<file path="src/rtl/led_pwm_fader.sv">
`timescale 1ns/1ps
// Four-channel active-low LED output stage that fades each channel between dark and
// fully lit by ramping a per-channel PWM brightness level toward its target.
module led_pwm_fader #(
    parameter int unsigned PWM_BITS = 8,
    parameter int unsigned STEP_DIV = 16
) (
    input  logic       osc_clk,
    input  logic       rst,
    input  logic [3:0] pattern_n,
    input  logic       enable,
    output logic [3:0] led_n,
    output logic       busy
);

    localparam int unsigned         SC_W      = (STEP_DIV > 1) ? $clog2(STEP_DIV) : 1;
    localparam logic [PWM_BITS-1:0] MAX       = '1;
    localparam logic [SC_W-1:0]     STEP_LAST = SC_W'(STEP_DIV - 1);

    logic [3:0]          r_pattern_q;
    logic                r_enable_q;
    logic [PWM_BITS-1:0] r_pwm_cnt;
    logic [SC_W-1:0]     r_step_cnt;
    logic [PWM_BITS-1:0] r_level [4];

    logic                w_frame_end;
    logic                w_step;
    logic [PWM_BITS-1:0] w_target    [4];
    logic [PWM_BITS-1:0] w_level_nxt [4];
    logic [3:0]          w_lit;
    logic [3:0]          w_diff;

    always_comb begin
        w_frame_end = (r_pwm_cnt == MAX);
        w_step      = w_frame_end && (r_step_cnt == STEP_LAST);
        w_lit       = '0;
        w_diff      = '0;
        for (int unsigned i = 0; i < 4; i++) begin
            // Targets come from the registered inputs, so a step coinciding with an
            // input change still moves toward the previous target.
            w_target[i]    = (r_enable_q && !r_pattern_q[i]) ? MAX : '0;
            w_level_nxt[i] = r_level[i];
            if (w_step) begin
                if (r_level[i] < w_target[i]) begin
                    w_level_nxt[i] = r_level[i] + 1'b1;
                end else if (r_level[i] > w_target[i]) begin
                    w_level_nxt[i] = r_level[i] - 1'b1;
                end
            end
            w_lit[i]  = (r_level[i] == MAX) || (r_level[i] > r_pwm_cnt);
            w_diff[i] = (r_level[i] != w_target[i]);
        end
    end

    always_ff @(posedge osc_clk) begin
        if (rst) begin
            r_pattern_q <= 4'hF;
            r_enable_q  <= 1'b0;
            r_pwm_cnt   <= '0;
            r_step_cnt  <= '0;
            for (int unsigned i = 0; i < 4; i++) begin
                r_level[i] <= '0;
            end
            led_n <= 4'hF;
            busy  <= 1'b0;
        end else begin
            r_pattern_q <= pattern_n;
            r_enable_q  <= enable;
            r_pwm_cnt   <= r_pwm_cnt + 1'b1;
            if (w_frame_end) begin
                r_step_cnt <= w_step ? '0 : r_step_cnt + 1'b1;
            end
            for (int unsigned i = 0; i < 4; i++) begin
                r_level[i] <= w_level_nxt[i];
            end
            led_n <= ~w_lit;
            busy  <= |w_diff;
        end
    end

endmodule

</file>
<file path="config.mk">
export PLATFORM = sky130hd
export DESIGN_NAME = led_pwm_fader
export DESIGN_NICKNAME = d
export VERILOG_FILES = /design/src/rtl/led_pwm_fader.sv
export SDC_FILE = /design/constraint.sdc
export NUM_CORES = 1
export LEC_CHECK = 0
export ABC_AREA = 1
export CAP_MARGIN = 20
export CELL_PAD_IN_SITES_DETAIL_PLACEMENT = 1
export CELL_PAD_IN_SITES_GLOBAL_PLACEMENT = 1
export CORE_MARGIN = 1.5
export CORE_UTILIZATION = 42
export CTS_CLUSTER_DIAMETER = 150
export DETAILED_ROUTE_END_ITERATION = 6
export HOLD_SLACK_MARGIN = 0.1
export PLACE_DENSITY = 0.85
export SYNTH_ARGS = -nofsm -noshare
export SYNTH_HDL_FRONTEND = slang
export SYNTH_SLANG_ARGS = --single-unit
</file>
<file path="constraint.sdc">
create_clock -name osc_clk -period 2.7 [get_ports osc_clk]
set_input_delay 0.405 -clock osc_clk [delete_from_list [all_inputs] [get_ports osc_clk]]
set_output_delay 0.405 -clock osc_clk [all_outputs]
set_load 0.05 [all_outputs]
</file>
==> results of run 1 <==
critical path, delay by kind of cell (launching register included):
family	cells	cell delay [ns]
simple gates	13	1.37
fa+ha+maj	2	0.58
flops	1	0.36
compound gates	2	0.33
buf+inv	3	0.32
flip-flops by register name, summed over array words and instances, names as in the netlist:
| signal | cells |
|---|---|
| r_enable_q | 1 |
| led_n | 4 |
| r_step_cnt | 4 |
| r_pattern_q | 4 |
| r_level | 32 |
| busy | 1 |
| r_pwm_cnt | 8 |
layout make-up:
class / count / area (um^2)
fillers: 1205 / 3770
well taps: 136 / 170
clock buffers: 6 / 82.6
repair buffers: 113 / 910
inverters: 63 / 273
multi-input cells: 491 / 4090
flip-flops and latches: 54 / 1080
clock inverters: 1 / 30.0
through the flow:
| step | area [um^2] | setup WS, ns | setup TNS [ns] |
|---|---|---|---|
| 4_1_cts | 5870 | 0.00650 | 0 |
| 3_5_place_dp | 5400 | -0.331 | -3.20 |
| 6_report | 6640 | -0.318 | -2.07 |
| 3_3_place_gp | 5400 | -0.217 | -0.935 |
| 5_1_grt | 6640 | -0.455 | -4.36 |
| 2_1_floorplan | 4560 | 0.0267 | 0 |
kinds of logic after synthesis:
logic type	synth area share, %
flops	23.7
simple gates	23.5
buf+inv	6.29
xor+xnor	3.85
compound gates	16.1
fa+ha+maj	26.5
cells in the final DEF (no fill, tap or decap), types with 3 or more instances in the layout:
cell type	Yosys	final
or2_2	5	4
nand4_1	15	15
nor2_1	71	52
nor2_2	2	14
a21oi_2	4	16
dfxtp_1	54	53
clkbuf_8	0	6
ha_1	90	49
clkinv_4	2	6
nand2_1	115	83
nand2_2	2	26
inv_1	60	50
nand3_2	0	5
buf_6	2	9
nor3_1	5	4
o21ai_1	5	8
a21o_1	7	7
nand2_4	2	8
nand3_1	23	18
a31oi_4	0	3
a21oi_4	1	4
o22ai_1	4	4
xor2_1	13	11
a21oi_1	65	50
xnor2_1	7	6
o21ai_0	34	31
inv_2	0	4
fa_2	0	4
nor2_4	0	7
buf_4	0	93
ha_4	0	38
clkdlybuf4s50_1	0	11
ha_2	0	3
layer usage:
metal / wire length [um] / track usage [%] / part of all wire, %
met1: 8080 / 31.3 / 41
met2: 9980 / 54.1 / 50
met3: 817 / 4.80 / 4.1
met4: 984 / 12.5 / 5.0
met5: 0 / 0 / 0
how the worst max path moves through the flow:
| stage | endpoint | slack, ns | cells after the start |
|---|---|---|---|
| after floorplan | r_level[0][7] | 0.03 | 18 |
| after global placement | r_level[2][7] | -0.22 | 18 |
| after detailed placement | r_level[3][7] | -0.33 | 18 |
| after CTS | r_level[2][7] | 0.006 | 18 |
| after global routing | r_level[0][7] | -0.46 | 21 |
| final | r_level[2][7] | -0.32 | 20 |
timing repair:
item / in CTS / in global routing
setup endpoints to repair: 21 / 22
gates resized for setup: 57 / 127
pin swaps: 18 / 67
buffers inserted: 6 / 16
report_power, final:
part	internal [uW]	leakage, uW	switching [uW]
clock network	298	0.0000573	310
logic	323	0.00254	411
registers	811	0.000438	11.1
total	1430	0.00303	732
==> qor.txt, run 1 <==
status: finished, violations left
failing checks: negative setup slack
Post-synth top cells: 115 x nand2_1, 90 x ha_1, 71 x nor2_1, 65 x a21oi_1, 60 x inv_1
Post-Place Cells: 835
Initial Util: 43.7%
synth top area cells: ha_1 25%, dfxtp_1 24%, nand2_1 9.5%
CTS tree: built
Synth Flop Type: dfxtp_1
Post-Syn Area: 4560 um^2
Final #Nets: 829
post-synthesis register bit count: 54
Yosys top cell by area: ha_1
initial antenna violation count: 0
CTS sink cnt: 54
initial DRC count: 284
Syn Nets: 715
All-Layer GR Usage: 28.8%
crit path kind: reg2reg
mean post-synth cell area: 7.42 um^2
worst hold margin: 0.487 ns
PD cells: 326 nW/um^2
FP Rows: 37
CP peak stage delay: 0.36 ns
vias per inst: 5.94
layout cells sized above 1: 37.1%
post-DP HPWL: 11000 um
CP cell instances: clkinv_4 > nor2_4 > clkinv_4 > ha_2 > nand2_1 > nor2_2 > nand2_4 > nand2_8 > ha_4 > nand2_1 > nand2_1 > nand2_1 > nand2_1 > a21oi_2 > inv_1 > nand2_1 > nand2_1 > o21ai_1 > nand2_1 > nor2_1
Die W: 107 um
vias in the first global route: 5341
worst vdd ir: 0.249 mV
Clk Tree Root Cell: clkbuf_8
RR Startpoint: r_enable_q
vias: 5136
Worst Hold Depth: 1
Final Critical Period: 3.02 ns
Layout Area Growth over Synthesis: 45.8%
Slew Limit Fails: 0
crit-path most repeated cell: nand2_1
Synth async-reset ratio: 0%
Startpoint Class: flop
Final Non-Filler Cells: 864
total power: 2160 uW
Clk pin slew, worst setup/hold paths: 0.11 ns
Final period util: 112%
post-synth top area share: 24.7%
first-pass GRT wire length: 26000 um
worst slew pin tran: 0.509 ns
# diodes: 0
H-tree levels: 2
distinct cell type count after synthesis: 37
worst reg-to-reg setup slack: -0.32 ns
FF-to-FF path depth: 20
Ports: 12
CTS buffer count: 5
worst skew pair latency: 0.33 ns
Post-synth EDFFs: 0
DR DRC count: 0
crit path from: r_enable_q
count leader, synth: nand2_1
routability cong.: 0.812
core area: 10400 um^2
critical path fanouts, max: 7
slowest CP cell: dfxtp_2
Leak: 0.00303 uW
Hold Vio Cnt, Final: 0
number of detailed-route iterations in the first pass: 5
WHS Endpoint: r_step_cnt[2]
MaxCap Viol Count: 0
DIE HEIGHT: 107 um
Clock Tree Buf Depth: 2
Ys Warns: 0
WP data arrival: 3.29 ns
R2R Path End: r_level[2][7]
Setup violations, final: 16
post-synthesis sequential area ratio: 23.7%
Gate Count Post-Synth: 614
relative slew slack: 65.9%
Die ar.: 11500 um^2
RSZ-0062 raised after global routing: true
min-delay src: r_step_cnt[2]
routed len/inst: 23.0 um
Fmax: 331 MHz
final WL: 19900 um
GRT overflow: 0
Min-Delay Path Class: reg2reg
Hold Buf Count CTS: 0
crit path capture type: flop
port buffer count: 11
Worst EP required: 2.97 ns
Antenna Violating Nets Remaining: 0
final core utilization: 63.8%
largest net degree at the start of global routing: 40
Clock Skew: 0.00953 ns
fin worst setup slack: -0.318 ns
(Power assumes the default switching activity.)
==> run 2: changes to the inputs <==
--- a/config.mk
+++ b/config.mk
@@ -10,11 +10,11 @@
 export CELL_PAD_IN_SITES_DETAIL_PLACEMENT = 1
 export CELL_PAD_IN_SITES_GLOBAL_PLACEMENT = 1
 export CORE_MARGIN = 1.5
-export CORE_UTILIZATION = 42
+export CORE_UTILIZATION = 47
 export CTS_CLUSTER_DIAMETER = 150
 export DETAILED_ROUTE_END_ITERATION = 6
 export HOLD_SLACK_MARGIN = 0.1
-export PLACE_DENSITY = 0.85
+export PLACE_DENSITY = 0.89
 export SYNTH_ARGS = -nofsm -noshare
 export SYNTH_HDL_FRONTEND = slang
 export SYNTH_SLANG_ARGS = --single-unit
==> constraint.sdc (replaced) <==
create_clock -name osc_clk -period 2.82 [get_ports osc_clk]
set_input_delay 0.423 -clock osc_clk [delete_from_list [all_inputs] [get_ports osc_clk]]
set_output_delay 0.423 -clock osc_clk [all_outputs]
set_load 0.05 [all_outputs]
==> run 2 against run 1 <==
The flow still finishes with violations (negative setup slack); cell area down 13%; clock power is 17% lower; worst setup slack improved by 0.12 ns; cell count fell by 6.5%; core utilization fell by 1.9 points; wire length shrank 16%; sequential power decreased by 4.0%; first-iteration DRC count shrank 30%; via count down 8.1%; flip-flop and latch count is the same; clock skew hardly changed; critical path type unchanged.
==> qor.txt, run 2 (synthesis gave the netlist of run 1 again) <==
status: finished, violations left
failing checks: negative setup slack
crit-path most repeated cell: nor2_1
total power: 1840 uW
slowest CP cell: dfxtp_2
# diodes: 0
Worst Hold Depth: 2
core area: 9330 um^2
Final Critical Period: 3.02 ns
Final #Nets: 779
MaxCap Viol Count: 0
most frequent cells in the layout: 99 x nand2_1, 63 x ha_1, 62 x nor2_1, 54 x inv_1
WP data arrival: 3.28 ns
worst skew pair latency: 0.33 ns
Die W: 101 um
Clock Skew: 0.00976 ns
Initial Util: 48.8%
port buffer count: 11
Worst EP required: 3.08 ns
Largest register FFs: 32
CTS tree: built
relative slew slack: 64.2%
CTS sink cnt: 54
cell-internal power: 1210 uW
crit path kind: reg2reg
Filler cells: 1169
initial DRC count: 200
PD cells: 319 nW/um^2
Startpoint Class: flop
DIE HEIGHT: 101 um
vias per inst: 5.84
CP cell instances: inv_4 > nor2_4 > clkinv_4 > ha_1 > nand2_1 > nor2_2 > nand2_2 > nand2_4 > ha_4 > or2_2 > nand2_2 > nor2_1 > nor2_2 > inv_1 > nand2_2 > nand3_1 > nor2_1 > nor2_1 > nor2_1
dpl cell area: 5100 um^2
Antenna Violating Nets Remaining: 0
Clock Tree Buf Depth: 2
Hold Buf Count CTS: 0
Switching Share: 34.4%
Reg power frac: 42.8%
CTS buffer count: 5
vias: 4720
H-tree levels: 2
Leak: 0.00270 uW
RSZ-0062 raised after global routing: true
vias in the first global route: 4844
NetSw: 634 uW
Clk Tree Root Cell: clkbuf_8
first-pass GRT wire length: 22500 um
Setup WS pre-CTS: -0.296 ns
Layout Area Growth over Synthesis: 26.7%
crit path capture type: flop
GRT overflow: 0
Slew Limit Fails: 0
worst slew pin tran: 0.533 ns
Ports: 12
Min-Delay Path Class: reg2reg
Die ar.: 10300 um^2
final core utilization: 61.9%
largest net degree at the start of global routing: 40
FP Rows: 35
All-Layer GR Usage: 27.7%
Setup violations, final: 2
Gate power share: 29.9%
commonest non-fill, non-tap cell in the layout: nand2_1
initial antenna violation count: 0
fin worst setup slack: -0.198 ns
Clock power frac: 27.2%
Fmax: 331 MHz
Hold Vio Cnt, Final: 0
Clk pin slew, worst setup/hold paths: 0.12 ns
critical path fanouts, max: 7
worst vdd ir: 0.208 mV
number of detailed-route iterations in the first pass: 4
Final Instance Area: 5770 um^2
FF-to-FF path depth: 19
Post-Place Cells: 790
routability cong.: 0.831
CP peak stage delay: 0.36 ns
largest registers: r_level x32, r_pwm_cnt x8
layout cells sized above 1: 23.1%
post-DP HPWL: 10500 um
Final period util: 107%
Final Non-Filler Cells: 808
final WL: 16700 um
Biggest register: r_level
DR DRC count: 0
routed len/inst: 20.7 um
[run 2: power groups by stage]
stage | Combinational [uW] | Sequential (uW) | Clock, uW
2_1_floorplan | 255 | 824 | 0
3_3_place_gp | 399 | 802 | 0
3_5_place_dp | 426 | 803 | 0
4_1_cts | 445 | 787 | 495
5_1_grt | 596 | 790 | 534
6_report | 551 | 789 | 502
[run 2: area by class of cell]
cell class              count  area (um^2)  share of cell area, %
clock inverters             2         12.5                  0.217
repair buffers             63          508                   8.80
clock buffers               6         82.6                   1.43
multi-input cells         491         3660                   63.5
well taps                 129          161                   2.80
inverters                  63          260                   4.51
flip-flops and latches     54         1080                   18.8
[run 2: path summary, 6_finish.rpt]
check | start | slack (ns) | endpoint
max | r_enable_q | -0.20 | r_level[0][7]
min | r_pwm_cnt[6] | 0.51 | r_pwm_cnt[7]
max reg2reg | r_enable_q | -0.20 | r_level[0][7]
min reg2reg | r_pwm_cnt[6] | 0.51 | r_pwm_cnt[7]
[run 2: critical path: cells and delay by family (launching register included)]
family / cells / cell delay (ns)
buffers and inverters: 3 / 0.29
and+or+nand+nor: 14 / 1.73
adders and majority gates: 2 / 0.56
DFF: 1 / 0.36
[run 2: metal layers]
layer | vias up | GRT usage, % | wire, um
met5 | - | 0 | 0
li1 | 2216 | - | -
met1 | 2326 | 31.6 | 6860
met4 | 0 | 8.44 | 632
met3 | 54 | 3.38 | 603
met2 | 124 | 53.3 | 8600
[run 2: stage by stage]
stage / setup TNS (ns) / hold WS, ns
CTS: 0 / 0.501
finish: -0.200 / 0.508
global placement: -0.169 / 0.460
global route: -1.47 / 0.533
detailed placement: -1.48 / 0.480
floorplan: 0 / 0.443
[run 2: what timing repair did]
action | in CTS | in global routing
pin swaps | 0 | 14
buffers inserted | 0 | 10
gates resized for setup | 26 | 67
endpoints found under the setup margin | 20 | 16
